File: config.mk
export PLATFORM = sky130hd
export DESIGN_NAME = tour_cmd_flat
export DESIGN_NICKNAME = d
export VERILOG_FILES = /design/src/rtl/tour_pkg.sv /design/src/rtl/tour_cmd_if.sv /design/src/rtl/tour_move_decode.sv /design/src/rtl/tour_cmd.sv /design/src/flat_wrapper.sv
export SDC_FILE = /design/constraint.sdc
export NUM_CORES = 1
export LEC_CHECK = 0
export BUFFER_PORTS_ARGS = -buffer_cell sky130_fd_sc_hd__buf_2
export CAP_MARGIN = 20
export CORE_UTILIZATION = 39
export DETAILED_ROUTE_END_ITERATION = 10
export MAX_ROUTING_LAYER = met4
export PLACE_DENSITY = 0.78
export SLEW_MARGIN = 0
export SYNTH_ARGS = -nofsm -noshare
export SYNTH_HDL_FRONTEND = slang
export SYNTH_SLANG_ARGS = --single-unit
File: constraint.sdc
create_clock -name clk -period 2.19 [get_ports clk]
set_clock_uncertainty 0.2 [all_clocks]
set_input_delay 0.1095 -clock clk [delete_from_list [all_inputs] [get_ports clk]]
set_output_delay 0.1095 -clock clk [all_outputs]
set_load 0.02 [all_outputs]
File: src/rtl/tour_pkg.sv
// Shared constants for tour playback: move one-hots, command opcodes/headings, FSM states.
// No logic; imported by the tour_cmd block and its decoder.
package tour_pkg;

    localparam logic [7:0] MV_B0 = 8'h01;
    localparam logic [7:0] MV_B1 = 8'h02;
    localparam logic [7:0] MV_B2 = 8'h04;
    localparam logic [7:0] MV_B3 = 8'h08;
    localparam logic [7:0] MV_B4 = 8'h10;
    localparam logic [7:0] MV_B5 = 8'h20;
    localparam logic [7:0] MV_B6 = 8'h40;
    localparam logic [7:0] MV_B7 = 8'h80;

    localparam logic [3:0] OP_MOVE    = 4'h4;
    localparam logic [3:0] OP_FANFARE = 4'h5;

    localparam logic [7:0] HD_N = 8'h00;
    localparam logic [7:0] HD_W = 8'h3F;
    localparam logic [7:0] HD_S = 8'h7F;
    localparam logic [7:0] HD_E = 8'hBF;

    localparam logic [4:0] LAST_IDX  = 5'd23;
    localparam logic [7:0] RESP_IDLE = 8'hA5;
    localparam logic [7:0] RESP_BUSY = 8'h5A;

    typedef enum logic [2:0] {
        IDLE   = 3'd0,
        VERT   = 3'd1,
        WAIT_V = 3'd2,
        HORZ   = 3'd3,
        WAIT_H = 3'd4
    } state_t;

    function automatic logic is_onehot(input logic [7:0] m);
        return (m != 8'h00) && ((m & (m - 8'h01)) == 8'h00);
    endfunction

endpackage

File: src/rtl/tour_cmd_if.sv
// Bundle of the tour solver, UART and motion-controller channels seen by tour_cmd.
// master = environment side, slave = tour_cmd side.
interface tour_cmd_if;
    logic        start_tour;
    logic [7:0]  move;
    logic [4:0]  indx;
    logic [15:0] cmd_UART;
    logic        cmd_rdy_UART;
    logic        clr_cmd_rdy_UART;
    logic [15:0] cmd;
    logic        cmd_rdy;
    logic        clr_cmd_rdy;
    logic        send_resp;
    logic [7:0]  resp;
    logic        err;

    modport master (
        output start_tour, move, cmd_UART, cmd_rdy_UART, clr_cmd_rdy, send_resp,
        input  indx, clr_cmd_rdy_UART, cmd, cmd_rdy, resp, err
    );

    modport slave (
        input  start_tour, move, cmd_UART, cmd_rdy_UART, clr_cmd_rdy, send_resp,
        output indx, clr_cmd_rdy_UART, cmd, cmd_rdy, resp, err
    );
endinterface

File: src/rtl/tour_move_decode.sv
// Maps a knight move one-hot to vertical/horizontal heading and square count.
// Purely combinational; lowest set bit wins, move == 0 gives north/0 on both legs.
module tour_move_decode
    import tour_pkg::*;
(
    input  logic [7:0] move,
    output logic [7:0] v_head,
    output logic [3:0] v_sq,
    output logic [7:0] h_head,
    output logic [3:0] h_sq
);

    always_comb begin
        v_head = HD_N;
        v_sq   = 4'd0;
        h_head = HD_N;
        h_sq   = 4'd0;
        priority casez (move)
            8'b???????1: begin v_head = HD_N; v_sq = 4'd2; h_head = HD_W; h_sq = 4'd1; end
            8'b??????10: begin v_head = HD_N; v_sq = 4'd2; h_head = HD_E; h_sq = 4'd1; end
            8'b?????100: begin v_head = HD_N; v_sq = 4'd1; h_head = HD_W; h_sq = 4'd2; end
            8'b????1000: begin v_head = HD_S; v_sq = 4'd1; h_head = HD_W; h_sq = 4'd2; end
            8'b???10000: begin v_head = HD_S; v_sq = 4'd2; h_head = HD_W; h_sq = 4'd1; end
            8'b??100000: begin v_head = HD_S; v_sq = 4'd2; h_head = HD_E; h_sq = 4'd1; end
            8'b?1000000: begin v_head = HD_S; v_sq = 4'd1; h_head = HD_E; h_sq = 4'd2; end
            8'b10000000: begin v_head = HD_N; v_sq = 4'd1; h_head = HD_E; h_sq = 4'd2; end
            default:     ;
        endcase
    end

endmodule

File: src/rtl/tour_cmd.sv
// Plays a 24-move knight tour as vertical+horizontal motion commands; passes UART commands through when idle.
// Latency: one cycle from start_tour/clr_cmd_rdy/send_resp to the next state; cmd holds while cmd_rdy is high.
// Optional TOUR_CMD_CHK_EN: non-one-hot move in VERT sets sticky err and aborts the tour.
module tour_cmd
    import tour_pkg::*;
(
    input  logic         clk,
    input  logic         rst,
    tour_cmd_if.slave    bus
);

    state_t      state, nxt;
    logic [4:0]  indx;
    logic [7:0]  v_head, h_head;
    logic [3:0]  v_sq, h_sq;
    logic        bad_move;
    logic [15:0] cmd;
    logic        cmd_rdy;
    logic        clr_uart;
    logic [7:0]  resp;
    logic [3:0]  h_op;

    tour_move_decode u_dec (
        .move   (bus.move),
        .v_head (v_head),
        .v_sq   (v_sq),
        .h_head (h_head),
        .h_sq   (h_sq)
    );

`ifdef TOUR_CMD_CHK_EN
    logic err;
    assign bad_move = !is_onehot(bus.move);

    always_ff @(posedge clk) begin
        if (rst)
            err <= 1'b0;
        else if (state == IDLE && bus.start_tour)
            err <= 1'b0;
        else if (state == VERT && bad_move)
            err <= 1'b1;
    end
    assign bus.err = err;
`else
    assign bad_move = 1'b0;
    assign bus.err  = 1'b0;
`endif

    always_ff @(posedge clk) begin
        if (rst) begin
            state <= IDLE;
            indx  <= 5'd0;
        end else begin
            state <= nxt;
            if (state == IDLE && bus.start_tour)
                indx <= 5'd0;
            else if (state == WAIT_H && bus.send_resp && indx != LAST_IDX)
                indx <= indx + 5'd1;
        end
    end

    assign h_op = (indx == LAST_IDX) ? OP_FANFARE : OP_MOVE;

    // Wait states keep presenting the last command so cmd never glitches around cmd_rdy edges.
    always_comb begin
        nxt      = state;
        cmd      = 16'h0000;
        cmd_rdy  = 1'b0;
        clr_uart = 1'b0;
        resp     = RESP_BUSY;
        case (state)
            IDLE: begin
                cmd      = bus.cmd_UART;
                cmd_rdy  = bus.cmd_rdy_UART;
                clr_uart = bus.clr_cmd_rdy;
                resp     = RESP_IDLE;
                if (bus.start_tour)
                    nxt = VERT;
            end
            VERT: begin
                cmd = {OP_MOVE, v_head, v_sq};
                if (bad_move) begin
                    nxt = IDLE;
                end else begin
                    cmd_rdy = 1'b1;
                    if (bus.clr_cmd_rdy)
                        nxt = WAIT_V;
                end
            end
            WAIT_V: begin
                cmd = {OP_MOVE, v_head, v_sq};
                if (bus.send_resp)
                    nxt = HORZ;
            end
            HORZ: begin
                cmd     = {h_op, h_head, h_sq};
                cmd_rdy = 1'b1;
                if (bus.clr_cmd_rdy)
                    nxt = WAIT_H;
            end
            WAIT_H: begin
                cmd = {h_op, h_head, h_sq};
                if (bus.send_resp)
                    nxt = (indx == LAST_IDX) ? IDLE : VERT;
            end
            default: nxt = IDLE;
        endcase
    end

    assign bus.indx             = indx;
    assign bus.cmd              = cmd;
    assign bus.cmd_rdy          = cmd_rdy;
    assign bus.clr_cmd_rdy_UART = clr_uart;
    assign bus.resp             = resp;

endmodule

File: src/flat_wrapper.sv
// flat-port wrapper written by rule: the top's interface ports become plain ports
module tour_cmd_flat import tour_pkg::*;
  (clk, rst, bus_start_tour, bus_move, bus_cmd_UART, bus_cmd_rdy_UART, bus_clr_cmd_rdy, bus_send_resp, bus_indx, bus_clr_cmd_rdy_UART, bus_cmd, bus_cmd_rdy, bus_resp, bus_err);
  tour_cmd_if bus_i ();
  input  logic clk;
  input  logic rst;
  input wire logic [$bits(bus_i.start_tour)-1:0] bus_start_tour;
  input wire logic [$bits(bus_i.move)-1:0] bus_move;
  input wire logic [$bits(bus_i.cmd_UART)-1:0] bus_cmd_UART;
  input wire logic [$bits(bus_i.cmd_rdy_UART)-1:0] bus_cmd_rdy_UART;
  input wire logic [$bits(bus_i.clr_cmd_rdy)-1:0] bus_clr_cmd_rdy;
  input wire logic [$bits(bus_i.send_resp)-1:0] bus_send_resp;
  output wire logic [$bits(bus_i.indx)-1:0] bus_indx;
  output wire logic [$bits(bus_i.clr_cmd_rdy_UART)-1:0] bus_clr_cmd_rdy_UART;
  output wire logic [$bits(bus_i.cmd)-1:0] bus_cmd;
  output wire logic [$bits(bus_i.cmd_rdy)-1:0] bus_cmd_rdy;
  output wire logic [$bits(bus_i.resp)-1:0] bus_resp;
  output wire logic [$bits(bus_i.err)-1:0] bus_err;
  assign bus_i.start_tour = bus_start_tour;
  assign bus_i.move = bus_move;
  assign bus_i.cmd_UART = bus_cmd_UART;
  assign bus_i.cmd_rdy_UART = bus_cmd_rdy_UART;
  assign bus_i.clr_cmd_rdy = bus_clr_cmd_rdy;
  assign bus_i.send_resp = bus_send_resp;
  assign bus_indx = bus_i.indx;
  assign bus_clr_cmd_rdy_UART = bus_i.clr_cmd_rdy_UART;
  assign bus_cmd = bus_i.cmd;
  assign bus_cmd_rdy = bus_i.cmd_rdy;
  assign bus_resp = bus_i.resp;
  assign bus_err = bus_i.err;
  tour_cmd u_core (.clk(clk), .rst(rst), .bus(bus_i));
endmodule
; Word level (Yosys, flattened, before mapping)
; Index checks and enable logic that the tools add are counted.
; W data, S select, Z words.
[totals]
out_inout_bits = 32
elab_cells = 51
input_bits = 30
ff_bits = 8
[op_classes]
n_eq_ne = 18
n_addsub = 1
reduce_logical = 14
muxes = 16
[ops]
columns = operator, count
row1 = $pmux W16 S3, 1
row2 = $reduce_or A4 Y1, 5
row3 = $pmux W8 S2, 1
row4 = $mux W3, 5
row5 = $pmux W3 S5, 1
row6 = $eq A5 B5 Y1 const B, 2
row7 = $ne A2 B2 Y1 const B, 5
row8 = $eq A8 B8 Y1 const B, 1
row9 = $mux W8, 1
row10 = $pmux W2 S2, 2
row11 = $reduce_or A2 Y1, 4
row12 = $eq A7 B7 Y1 const B, 1
row13 = $mux W7, 1
row14 = $eq A3 B2 Y1 const B, 2
row15 = $eq A3 B3 Y1 const B, 2
row16 = $eq A6 B6 Y1 const B, 1
row17 = $add A5 B1 Y5 const B, 1
row18 = $ne A5 B5 Y1 const B, 1
row19 = $reduce_and A5 Y1, 1
row20 = $eq A4 B4 Y1 const B, 1
row21 = $eq A3 B1 Y1 const B, 1
row22 = $logic_and A1 B1 Y1, 3
row23 = $logic_not A3 Y1, 1
row24 = $mux W1, 3
row25 = 2 further kinds, 2

; Logic depth before layout (Yosys ltp)
[depth]
ltp_word = 4
mapped_depth = 7
mapped_depth_nobuf = 5

; By module
; Synthesis repeated with hierarchy kept, for this count alone.
[hier_totals]
hier_cells = 170
area_unflattened_um2 = 1316.3
[modules_own_cells]
columns = mod, cells_each, n_inst, area_per_inst_um2, seq_area_each_um2
row1 = tour_cmd, 136, 1, 1088.5, 160.2
row2 = tour_move_decode, 34, 1, 227.7, 0.0

; Least setup slack after synthesis
; Ideal clock, no wire load.
[synth_timing]
path_kind = register to output
startpoint = reg u_core.state[1]
endpoint = out bus_cmd[11]
stages_incl_launch_ff = 5
setup_slack_ns = 0.332
t_arrival_ns = 1.549
path_buffers = 1
required_ns = 1.881
cell_sequence = dfxtp_1 -> buf_4 -> or3b_4 -> o21a_4 -> o31ai_1
[synth_between]
elab_chain_len = 3
elab_cells_between_ends = 8
cone_classes = eq/ne: 4 / mux: 1 / reduce/logical: 3
[synth_lines]
columns = element, line_no
row1 = start: declaration, tour_cmd.sv:12  ; state_t state, nxt;
row2 = start signal: assignment, tour_cmd.sv:54  ; state <= nxt;
row3 = "$eq A3 B2 Y1, or another cell as far along", tour_cmd.sv:71  ; case (state)
row4 = $reduce_or A2 Y1 (no source line), --
row5 = $pmux W16 S3 *, tour_cmd.sv:71
row6 = end: declaration, flat_wrapper.sv:15  ; output wire logic [$bits(bus_i.cmd)-1:0] bus_cmd;
; Mark *: on every way between the ends. The rest lies on a longest branch, timed or not.

; Worst setup path after layout
[layout_timing]
startpoint = reg u_core.state[1]
endpoint = out bus_cmd[4]
; The elaborated chain is that of the path after synthesis.

==> flow_summary_export.csv <==
group,metric,value,unit
logic_synthesis,synth_edf_count,0,
power,internal_power,0.000346,W
logic_synthesis,avgSynthCellArea,7.55,µm²
worst_setup_path,path_buf_inv,1,
worst_setup_path,cp_top_family,"compound AO/OA/AOI/OAI gates",
timing,timing.setup.tns,0,ns
power,leakagePower,0.586,nW
layout,multiInputGateArea,563,µm²
placed_design,place_area,1080,µm²
floorplanning,core,1980,µm²
detailed_routing,met1_length,989,µm
timing,rsz0062_at_grt,"no",
power,switching_power,0.000291,W
detailed_routing,vias,968,
clock_tree,numCtsBuffers,3,
worst_setup_path,rrSetupSlack,0.47,ns
logic_synthesis,yosys.area_share.simple,33.6,%
placed_design,dp_hpwl,1730,µm
logic_synthesis,muxShareOfSynthArea,1.22,%
floorplanning,ioPinCount,62,
clock_tree,cts.sinks,8,
grt,antenna_found_initial,0,
worst_setup_path,path_max_fanout,9,
logic_synthesis,ys_seq_area_share,19.5,%
detailed_routing,postRouteWirelength,2140,µm
placed_design,io_buffers,60,
floorplanning,die_w,47.9,µm
detailed_routing,top_layer_used,"met4",
detailed_routing,dr_wl_met3,140,µm
run_status,status,"finished clean",
placed_design,dp_cells,185,
worst_setup_path,crit_chain,"or3b_4, o21a_4, o21ai_4, a21o_1, buf_2",
logic_synthesis,synth_top_flop_cell,"dfxtp_1",
placed_design,dp_slack,0.361,ns
detailed_routing,wl_met2,998,µm
clock_tree,cts_setup_buffers,0,
placed_design,gp_congestion,0.906,
grt,grt_max_degree,21,
min_path,hold_path_class,"input port to flip-flop",
logic_synthesis,synth_adder_area_share,1.52,%
power,power_frac_seq,25.9,%
layout,drive_gt1_share,43.8,%
layout,stdcell_count,189,
power,pwr-share-clk,18.4,%
detailed_routing,remaining_drc_errors,0,
timing,finalSetupViolations,0,
power,ir_worst_vdd,0.321,mV
logic_synthesis,async_flop_share,0,%
grt,grt_pass1_wl,3080,µm
detailed_routing,viasPerCell,5.12,
power,p_per_area,570,nW/µm²
clock_tree,cts_tree,"built",
timing,final-max-slew-violation-count,0,
timing,hold_viol_final,0,
clock_tree,clockBufferDepth,2,
floorplanning,initial_utilization,41.5,%
layout,final_nets,195,
layout,fin_area,1120,µm²
worst_setup_path,slowest_delay,0.45,ns
clock_tree,clk_pin_slew,0.06,ns
logic_synthesis,synthXorXnorAreaFrac,5.32,%
clock_tree,cts-root-buf,"clkbuf_4",
detailed_routing,routedWlPerCell,11.3,µm
layout,insertedDiodeCount,0,
layout,syn_to_final_growth,35.7,%
grt,first_global_vias,775,
logic_synthesis,synth_top_family_by_area,"simple AND/OR/NAND/NOR gates",
power,p_sw_share,45.6,%
logic_synthesis,synth_nets,140,
detailed_routing,drt_pass1_iterations,2,
timing,setup_slack,0.142,ns
floorplanning,dieArea,2300,µm²
worst_setup_path,cp_data_required_time,1.88,ns
worst_setup_path,worstSetupPathType,"flip-flop to primary output",
layout,most-common-layout-cells,"buf_2, nor2_1, nand2_1, a21o_1, dfxtp_1",
detailed_routing,initialDrtViolationCount,17,
logic_synthesis,synthCells,109,
power,totalPowerFinal,0.000637,W
worst_setup_path,arrival,1.74,ns
logic_synthesis,synth-compound-area-share,26.3,%
clock_tree,worstSkewPairLatency,0.26,ns
logic_synthesis,synth_area,823,µm²
clock_tree,htreeDepth,1,
timing,fin_crit,2.05,ns
timing,clock.fmax,488,MHz
logic_synthesis,ys_types,44,
floorplanning,die_h,47.9,µm
floorplanning,num_rows,16,
layout,layout_commonest_cell,"buf_2",
grt,grt_overflow,0,
timing,post-route-period-util,93.5,%
job,cap_violations,0,
worst_setup_path,crit_slowest_cell,"or3b_4",
logic_synthesis,yosysWarnings,0,
grt,track_usage,19.2,%
detailed_routing,antenna_left,0,
power,pwr-share-comb,55.7,%
layout,filler_cell_count,194,
logic_synthesis,synth_seq_cells,8,
worst_setup_path,critPathLaunchType,"flip-flop",
worst_setup_path,end_kind,"primary output",
layout,register_area,161,µm²
[cell type report]
| cell class | instances | area share [%] |
|---|---|---|
| Tap cell | 27 | 3.02 |
| Inverter | 3 | 1.01 |
| Clock buffer | 3 | 2.02 |
| Multi-Input combinational cell | 85 | 50.4 |
| Timing Repair Buffer | 63 | 29.1 |
| Sequential cell | 8 | 14.4 |
[repair_timing]
item                                    CTS  global route
endpoints found under the setup margin    0            17
hold endpoints to repair                  3             0
hold buffers                              1             0
resized for setup                         0             1
[worst min-delay path, stage by stage]
cell    delay (ns)
buf_2         0.09
a21o_1        0.19
nor2_1        0.07
[sequential cells by signal (all words and copies together) (netlist names)]
name,cells
u_core.state,3
u_core.bus.indx,5
[logic make-up after synthesis]
group,after synthesis
xor gates and xnor gates,5
and+or+nand+nor,50
AOI/OAI and AO/OA,27
other,1
adders and majority gates,1
muxes,1
DFF,8
buffers and inverters,16
[stage by stage]
step | util, % | hold slack [ns]
after global routing | 56.4 | 0.0474
after floorplan | - | -0.0183
after global placement | 54.7 | 0.128
after detailed placement | 54.7 | 0.143
after CTS | 56.3 | 0.0318
final | 56.4 | 0.0305
[final timing paths]
path,startpoint,to,cells past startpoint
worst max-delay path,u_core.state[1]$_SDFFE_PP0P_,bus_cmd[4],5
worst min-delay path,bus_start_tour,u_core.bus.indx[3]$_SDFFE_PP0P_,3
worst max register to register,u_core.state[1]$_SDFFE_PP0P_,u_core.bus.indx[2]$_SDFFE_PP0P_,4
worst min register to register,u_core.bus.indx[1]$_SDFFE_PP0P_,u_core.bus.indx[1]$_SDFFE_PP0P_,2
[cells in the mapped netlist (all sizes together), types with 2 or more instances]
library cell,instances,share of area [%]
a21o,7,6.4
a21oi,5,3.0
and2,6,4.6
buf,12,10
dfxtp,8,19
inv,3,1.4
nand2,7,3.2
nand2b,2,1.5
nand4,4,3.0
nor2,15,7.8
nor3,4,2.4
nor4,2,1.5
o21a,2,2.7
o21ai,3,3.2
o31a,2,2.1
xor2,4,4.3
[layer usage]
layer / GRT usage [%] / vias to the layer above
met1: 22.4 / 433
met3: 4.53 / 2
met5: - / -
met2: 34.3 / 40
met4: 1.67 / 0
li1: - / 493
[power by group through the flow]
stage	logic (W)	clock network, W	registers, W
finish	0.000355	0.000117	0.000165
global route	0.000394	0.000127	0.000167
CTS	0.000357	0.000119	0.000164
detailed placement	0.000354	0	0.000168
global placement	0.000348	0	0.000167
floorplan	0.000281	0	0.000157
Power figures use the tool's default switching activity.
